--- config.mk ---
export PLATFORM = sky130hd
export DESIGN_NAME = trap_ctrl
export DESIGN_NICKNAME = d
export VERILOG_FILES = /design/src/rtl/trap_ctrl_pkg.sv /design/src/rtl/trap_prio_enc.sv /design/src/rtl/trap_ctrl.sv
export SDC_FILE = /design/constraint.sdc
export NUM_CORES = 1
export LEC_CHECK = 0
export BUFFER_PORTS_ARGS = -buffer_cell sky130_fd_sc_hd__buf_2
export CAP_MARGIN = 10
export CORE_MARGIN = 10
export CORE_UTILIZATION = 40
export DETAILED_ROUTE_END_ITERATION = 12
export MAX_ROUTING_LAYER = met4
export PLACE_DENSITY = 0.75
export SYNTH_ARGS = -nofsm -noshare
export SYNTH_HDL_FRONTEND = slang
export SYNTH_SLANG_ARGS = --single-unit
--- constraint.sdc ---
create_clock -name clk -period 2.25 [get_ports clk]
set_clock_uncertainty 0.05 [all_clocks]
set_input_delay 0.225 -clock clk [delete_from_list [all_inputs] [get_ports clk]]
set_output_delay 0.225 -clock clk [all_outputs]
set_load 0.05 [all_outputs]
--- src/rtl/trap_ctrl_pkg.sv ---
// Shared trap sequencer definitions: mcause codes, FSM states, encoder payload.
package trap_ctrl_pkg;

  localparam int unsigned CAUSE_W = 4;

  localparam logic [CAUSE_W-1:0] CAUSE_IADDR_MISALIGN = 4'd0;
  localparam logic [CAUSE_W-1:0] CAUSE_ILLEGAL        = 4'd2;
  localparam logic [CAUSE_W-1:0] CAUSE_BREAKPOINT     = 4'd3;
  localparam logic [CAUSE_W-1:0] CAUSE_ECALL_M        = 4'd11;

  typedef enum logic [1:0] {
    ST_IDLE     = 2'd0,
    ST_ENTER    = 2'd1,
    ST_RETURN   = 2'd2,
    ST_REDIRECT = 2'd3
  } trap_state_e;

  // Priority-encoder result: any trap flag set, plus the winning cause code.
  typedef struct packed {
    logic               any_trap;
    logic [CAUSE_W-1:0] cause;
  } trap_evt_t;

endpackage

--- src/rtl/trap_prio_enc.sv ---
// Combinational priority encoder for synchronous exception flags.
// Ports:
//   misalign, illegal, ebreak, ecall : decoded exception flags
//   evt                              : {any_trap, cause}, misalign highest
module trap_prio_enc
  import trap_ctrl_pkg::*;
(
  input  logic      misalign,
  input  logic      illegal,
  input  logic      ebreak,
  input  logic      ecall,
  output trap_evt_t evt
);

  // First set flag in architectural priority order selects the cause.
  always_comb begin
    evt          = '0;
    evt.any_trap = misalign | illegal | ebreak | ecall;
    if (misalign)     evt.cause = CAUSE_IADDR_MISALIGN;
    else if (illegal) evt.cause = CAUSE_ILLEGAL;
    else if (ebreak)  evt.cause = CAUSE_BREAKPOINT;
    else if (ecall)   evt.cause = CAUSE_ECALL_M;
  end

endmodule

--- src/rtl/trap_ctrl.sv ---
// Trap entry / MRET sequencer between execute stage and CSR unit.
// Samples exceptions or MRET in IDLE, pulses trap_enter or mret_exec to the
// CSR unit, then issues a PC redirect (mtvec or mepc, word aligned) and holds
// it until fetch accepts. The pipeline is stalled whenever not IDLE.
// Ports:
//   clk, rst_n                 : clock, async active-low reset
//   ex_*                       : execute-stage instruction valid/PC/flags
//   mtvec_in, mepc_in          : CSR unit vector base and saved PC
//   redirect_ready             : fetch accepts redirect
//   trap_enter, trap_pc,
//   trap_cause, mret_exec      : CSR unit trap inputs
//   pipe_stall, pipe_flush     : pipeline control
//   redirect_valid/redirect_pc : new fetch PC
//   busy                       : sequencer not IDLE
module trap_ctrl
  import trap_ctrl_pkg::*;
#(
  parameter int unsigned XLEN = 32
) (
  input  logic            clk,
  input  logic            rst_n,
  input  logic            ex_valid,
  input  logic [XLEN-1:0] ex_pc,
  input  logic            ex_misalign,
  input  logic            ex_illegal,
  input  logic            ex_ebreak,
  input  logic            ex_ecall,
  input  logic            ex_mret,
  input  logic [XLEN-1:0] mtvec_in,
  input  logic [XLEN-1:0] mepc_in,
  input  logic            redirect_ready,
  output logic            trap_enter,
  output logic [XLEN-1:0] trap_pc,
  output logic [XLEN-1:0] trap_cause,
  output logic            mret_exec,
  output logic            pipe_stall,
  output logic            pipe_flush,
  output logic            redirect_valid,
  output logic [XLEN-1:0] redirect_pc,
  output logic            busy
);

  trap_state_e        state;
  trap_evt_t          evt;
  logic [XLEN-1:0]    pc_q;
  logic [CAUSE_W-1:0] cause_q;
  logic [XLEN-1:0]    tgt_q;

  trap_prio_enc u_prio_enc (
    .misalign (ex_misalign),
    .illegal  (ex_illegal),
    .ebreak   (ex_ebreak),
    .ecall    (ex_ecall),
    .evt      (evt)
  );

  // Capture registers are presented directly; trap_enter qualifies them.
  assign trap_pc     = pc_q;
  assign trap_cause  = XLEN'(cause_q);
  assign redirect_pc = tgt_q;

  // Sequencer: state, capture registers and registered control outputs.
  always_ff @(posedge clk or negedge rst_n) begin
    if (!rst_n) begin
      state          <= ST_IDLE;
      pc_q           <= '0;
      cause_q        <= '0;
      tgt_q          <= '0;
      trap_enter     <= 1'b0;
      mret_exec      <= 1'b0;
      pipe_stall     <= 1'b0;
      pipe_flush     <= 1'b0;
      redirect_valid <= 1'b0;
      busy           <= 1'b0;
    end else begin
      trap_enter <= 1'b0;
      mret_exec  <= 1'b0;
      pipe_flush <= 1'b0;
      case (state)
        ST_IDLE: begin
          // Any trap cause outranks a coincident MRET.
          if (ex_valid && evt.any_trap) begin
            pc_q       <= ex_pc;
            cause_q    <= evt.cause;
            trap_enter <= 1'b1;
            pipe_flush <= 1'b1;
            pipe_stall <= 1'b1;
            busy       <= 1'b1;
            state      <= ST_ENTER;
          end else if (ex_valid && ex_mret) begin
            mret_exec  <= 1'b1;
            pipe_flush <= 1'b1;
            pipe_stall <= 1'b1;
            busy       <= 1'b1;
            state      <= ST_RETURN;
          end
        end
        ST_ENTER: begin
          tgt_q          <= {mtvec_in[XLEN-1:2], 2'b00};
          redirect_valid <= 1'b1;
          state          <= ST_REDIRECT;
        end
        ST_RETURN: begin
          tgt_q          <= {mepc_in[XLEN-1:2], 2'b00};
          redirect_valid <= 1'b1;
          state          <= ST_REDIRECT;
        end
        ST_REDIRECT: begin
          if (redirect_ready) begin
            redirect_valid <= 1'b0;
            pipe_stall     <= 1'b0;
            busy           <= 1'b0;
            state          <= ST_IDLE;
          end
        end
        default: begin
          redirect_valid <= 1'b0;
          pipe_stall     <= 1'b0;
          busy           <= 1'b0;
          state          <= ST_IDLE;
        end
      endcase
    end
  end

endmodule

# --- After elaboration in Yosys (flattened, before gate mapping) ---
# Index checks and enable logic that the tools add are counted.
word_totals:
  in_bits: 105
  elab_cells: 49
  output_inout_bits: 102
  regBits: 75
classes:
  n_mux: 21
  n_eq_ne: 5
  bitwise_logic: 3
  n_reduce_logical: 11
op_table:
  columns: ["op", "count"]
  rows:
  - ["$pmux 32 s2", 1]
  - ["$mux 4", 4]
  - ["$mux 1", 10]
  - ["$mux 2", 3]
  - ["$pmux 2 s3", 1]
  - ["$reduce_and 2->1", 3]
  - ["$reduce_bool 2->1", 3]
  - ["$eq 2x2->1 const B", 2]
  - ["$pmux 1 s2", 2]
  - ["$ne 3x3->1 const B", 1]
  - ["$or 1x1->1", 3]
  - ["$reduce_and 3->1", 1]
  - ["$eq 2x1->1 const B", 1]
  - ["$logic_and 1x1->1", 2]
  - ["$logic_not 2->1", 1]
  - ["$ne 2x2->1 const B", 1]
  - ["$reduce_or 2->1", 1]

# --- Longest topological paths before layout ---
depth:
  ltp_word: 6
  mapped_depth: 6
  depth_no_buf: 5

# --- Hierarchy ---
# Synthesis repeated with hierarchy kept, for this count alone.
hier_totals:
  hier_cells: 281
  area_unflattened_um2: 3352.0
modules_own_cells:
  columns: ["module", "area_per_inst_um2", "seq_area_each_um2", "cells_each", "instances"]
  rows:
  - ["trap_ctrl", 3300.7, 1826.8, 272, 1]
  - ["trap_prio_enc", 51.3, 0.0, 9, 1]

# --- Worst setup path after synthesis ---
# OpenSTA, ideal clock, no wires.
synth_timing:
  path_kind: "flip-flop to flip-flop"
  start: "register state[0]"
  end: "register state[0]"
  path_slack_ps: 514
  synth_period_minus_slack_ps: 1736
  t_required_ps: 2075
  t_arrival_ps: 1561
  path_buffers: 0
  setup_time_ps: 125
  stages_incl_launch_ff: 6
  path_cell_list: "dfrtp_1 -> inv_1 -> ha_1 -> nor2b_1 -> a221oi_1 -> mux2_2"
synth_between:
  elab_chain_cells: 3
  word_cells_on_any_way: 9
  classes_between: "5 x eq/ne; 1 x mux; 3 x reduce/logical"
synth_rtl:
  columns: ["element", "line_no", "text"]
  rows:
  - ["start, declared", "trap_ctrl.sv:43", "trap_state_e state;"]
  - ["start signal, assigned", "trap_ctrl.sv:65", "state <= ST_IDLE;"]
  - ["start signal, assigned", "trap_ctrl.sv:89", "state <= ST_ENTER;"]
  - ["start signal, assigned", "trap_ctrl.sv:95", "state <= ST_RETURN;"]
  - ["$eq 2x2->1, or another cell as far along", "trap_ctrl.sv:79", "case (state)"]
  - ["$reduce_or 2->1 (no line), or another cell as far along", null, null]
  - ["$pmux 2 s3 or $reduce_and 2->1 (tied branches)", null, null]
# Parallel ways exist; a longest one is shown, timed or not.
# A chain may end at the register's enable or synchronous reset.

# --- Worst setup path in the final report ---
# Ends and elaborated chain as after synthesis.

==> results.py <==
metrics = {
    "run_status": {
        "run_status": "complete, no violations",
    },
    "clock_tree": {
        "cts.sinks": 72,
        "cts_setup_buffers": 0,
        "cts_hold_buf": 1,
        "clock_tree_root_buffer_cell": "sky130_fd_sc_hd__clkbuf_8",
        "clockBufferDepth": 2,
        "clk_pin_slew_ns": 0.08,
        "cts-resized-gates": 0,
        "h_tree_levels": 3,
        "cts_inserted_buffers": 9,
        "clk_latency_ns": 0.33,
        "tritoncts": "built",
    },
    "drt": {
        "drtIter0Drc": 52,
        "vias": 2564,
        "remaining_drc_errors": 0,
        "detail_route.vias_per_cell": 4.58,
        "route.detailed.wl_per_inst_um": 16.1,
        "antenna_left": 0,
        "finalWirelength_um": 9010,
        "firstDrtPassIters": 4,
    },
    "synth": {
        "synth_seq_cells": 72,
        "synth_top_flop_cell": "sky130_fd_sc_hd__dfrtp_1",
        "synth.lib_cells_used.distinct": 28,
        "synth_area_leader_cell": "sky130_fd_sc_hd__dfrtp_1",
        "synth-warning-count": 0,
        "synth-seq-area-share_pct": 52.7,
        "syn-instance-count": 278,
        "synth.top_cells.by_count": "72 x sky130_fd_sc_hd__dfrtp_1, 32 x sky130_fd_sc_hd__buf_4, 32 x sky130_fd_sc_hd__nor2_1",
        "main_area_contributors_after_synthesis": "sky130_fd_sc_hd__dfrtp_1 53%, sky130_fd_sc_hd__mux2_4 12%, sky130_fd_sc_hd__mux2i_1 9.1%",
        "synthDominantCellAreaShare_pct": 52.7,
        "proportion_of_synthesized_flip_flops_having_asynchronous_set_or_reset_pct": 100,
        "synth-edff-count": 0,
        "post-synth-top-count-cell": "sky130_fd_sc_hd__dfrtp_1",
        "synth.cell_area_mm2": 0.00342,
        "mean_instance_size_in_the_synthesized_netlist_um2": 12.3,
    },
    "layout": {
        "num_antenna_cells": 0,
        "ff_latch_area_mm2": 0.00180,
        "final_net_count": 559,
        "area_growth_pct": 31.8,
        "final.fill_count": 738,
        "postLayoutCellArea_mm2": 0.00451,
        "drive_gt1_share_pct": 50.5,
        "multi_input_comb_area_mm2": 0.00140,
        "layoutNonFillerInstCount": 560,
        "final_util_pct": 54.6,
    },
    "placed_design": {
        "post_dp_cell_area_mm2": 0.00428,
        "dpl.hpwl_um": 7240,
        "dpl.cell_count": 543,
        "buffer_ports.inserted": 171,
        "routabilityCongestion": 0.733,
    },
    "floorplanning": {
        "die_x_um": 112,
        "die_h_um": 112,
        "placement_rows": 33,
        "starting_density_of_the_core_pct": 41.4,
        "top_level_ports": 207,
        "design.die.area_mm2": 0.0127,
        "coreArea_mm2": 0.00826,
    },
    "grt": {
        "grt_pass1_vias": 2815,
        "grt_antenna_before_repair": 0,
        "global_route.overflow_total": 0,
        "grt_start_max_net_pins": 44,
        "first_pass_grt_wire_length_um": 14400,
        "gr-usage-all-layers_pct": 14.3,
    },
    "power": {
        "max-vdd-ir-drop_mv": 0.950,
        "power.sequential.fraction_pct": 26.4,
        "power.share.combinational_pct": 61.2,
        "power_density_mw_per_mm2": 1940,
        "leakage_nw": 2.33,
        "cell_internal_pwr_mw": 4.18,
        "sw_frac_of_total_pct": 52.1,
        "power.share.clock_pct": 12.4,
        "power.switching_mw": 4.55,
    },
    "worst_setup_path": {
        "worst-endpoint-arrival_ns": 2.07,
        "cp-end-kind": "register",
        "worst_ep_required_time_ns": 2.43,
        "regToRegSetupSlack_ns": 0.35,
        "worst_setup_path_start_kind": "register",
        "timing_worst_setup_path_type": "register to register",
        "critPathMaxFanout": 5,
    },
    "sta": {
        "rsz0062_at_grt": "false",
        "finalSetupViolations": 0,
        "timing.max_slew.rel_slack_pct": 61.6,
        "timing.final.crit_share_pct": 84.3,
        "fmax_ghz": 0.527,
        "totalNegativeSetupSlack_ns": 0,
        "hold_viol_final": 0,
        "hold_slack_ns": 0.0455,
        "drv_slew": 0,
        "post-route-min-period_ns": 1.90,
        "max_slew.worst_pin.slew_ns": 0.572,
    },
    "flow_run": {
        "drv.max_cap_violation_count": 0,
    },
    "min_path": {
        "min_path_type": "input port to register",
    },
}
==> state kept, by name (all words and copies together), names as in the netlist <==
name and flops:
trap_enter 1, pipe_flush 1, redirect_pc 30, cause_q 3, busy 1, state 2, trap_pc 32, redirect_valid 1
mret_exec 1
==> kinds of logic (layout without fill, tap and decap cells) <==
kind of cell             after synthesis  after routing  synth area share, %
AND/OR/NAND/NOR                       44             44                 6.11
buffers and inverters                 52            199                 9.98
multiplexers                          64             64                 23.0
other                                  1             31                0.110
AO/OA/AOI/OAI                         41             41                 6.69
flip-flops                            72             72                 52.7
adder cells (fa/ha/maj)                4              4                 1.46
==> cell type report <==
type                       instances  area share, %
sequential                        72           40.0
multi-input combinational        184           31.0
timing repair buffer             177           20.9
clock buffer                      12           3.66
tap                              105           2.91
clock inverter                     4           1.14
inverter                           6          0.499
==> final timing paths <==
check,startpoint,endpoint,depth (start not counted)
max,state[0],state[0],5
min,redirect_ready,redirect_valid,2
max reg2reg,state[0],state[0],5
min reg2reg,cause_q[0],cause_q[0],1
max in group asynchronous,rst_n,redirect_pc[30],3
min in group asynchronous,rst_n,trap_pc[4],2
==> per-stage QoR <==
| stage | worst slack [ns] | total power, mW |
|---|---|---|
| 4_1_cts | 0.357 | 8.86 |
| 6_report | 0.353 | 8.73 |
| 5_1_grt | 0.196 | 9.25 |
| 3_5_place_dp | 0.362 | 7.74 |
| 2_1_floorplan | 0.514 | 6.49 |
| 3_3_place_gp | 0.419 | 7.60 |
==> routing by layer <==
| layer | global-route usage [%] | up-vias | routed length (um) |
|---|---|---|---|
| met2 | 22.6 | 139 | 4330 |
| met4 | 5.41 | 0 | 163 |
| met1 | 15.6 | 1172 | 3580 |
| li1 | - | 1238 | - |
| met3 | 6.28 | 15 | 932 |
| met5 | - | - | 0 |
==> layout by cell type (no fill, tap or decap), types with 5 or more instances in the layout <==
cell / count
sky130_fd_sc_hd__mux2_2: 5
sky130_fd_sc_hd__dfrtp_1: 72
sky130_fd_sc_hd__mux2i_1: 31
sky130_fd_sc_hd__inv_1: 6
sky130_fd_sc_hd__mux2_4: 28
sky130_fd_sc_hd__a21oi_1: 30
sky130_fd_sc_hd__nor2_1: 32
sky130_fd_sc_hd__clkbuf_8: 12
sky130_fd_sc_hd__buf_2: 171
sky130_fd_sc_hd__conb_1: 31
==> worst max-delay path: stages, from the launching register on <==
cell and delay (ns):
sky130_fd_sc_hd__dfrtp_1 0.37, sky130_fd_sc_hd__inv_1 0.08, sky130_fd_sc_hd__ha_1 0.24, sky130_fd_sc_hd__nor2b_1 0.14
sky130_fd_sc_hd__a221oi_1 0.50, sky130_fd_sc_hd__mux2_2 0.39
==> power by group through the flow <==
| stage | sequential (mW) | clock (mW) | combinational (mW) |
|---|---|---|---|
| 3_3_place_gp | 2.29 | 0 | 5.31 |
| 4_1_cts | 2.30 | 1.12 | 5.43 |
| 2_1_floorplan | 4.47 | 0 | 2.02 |
| 6_report | 2.30 | 1.08 | 5.35 |
| 3_5_place_dp | 2.30 | 0 | 5.44 |
| 5_1_grt | 2.39 | 1.19 | 5.68 |
No activity file was read; power rests on OpenSTA's default activity.
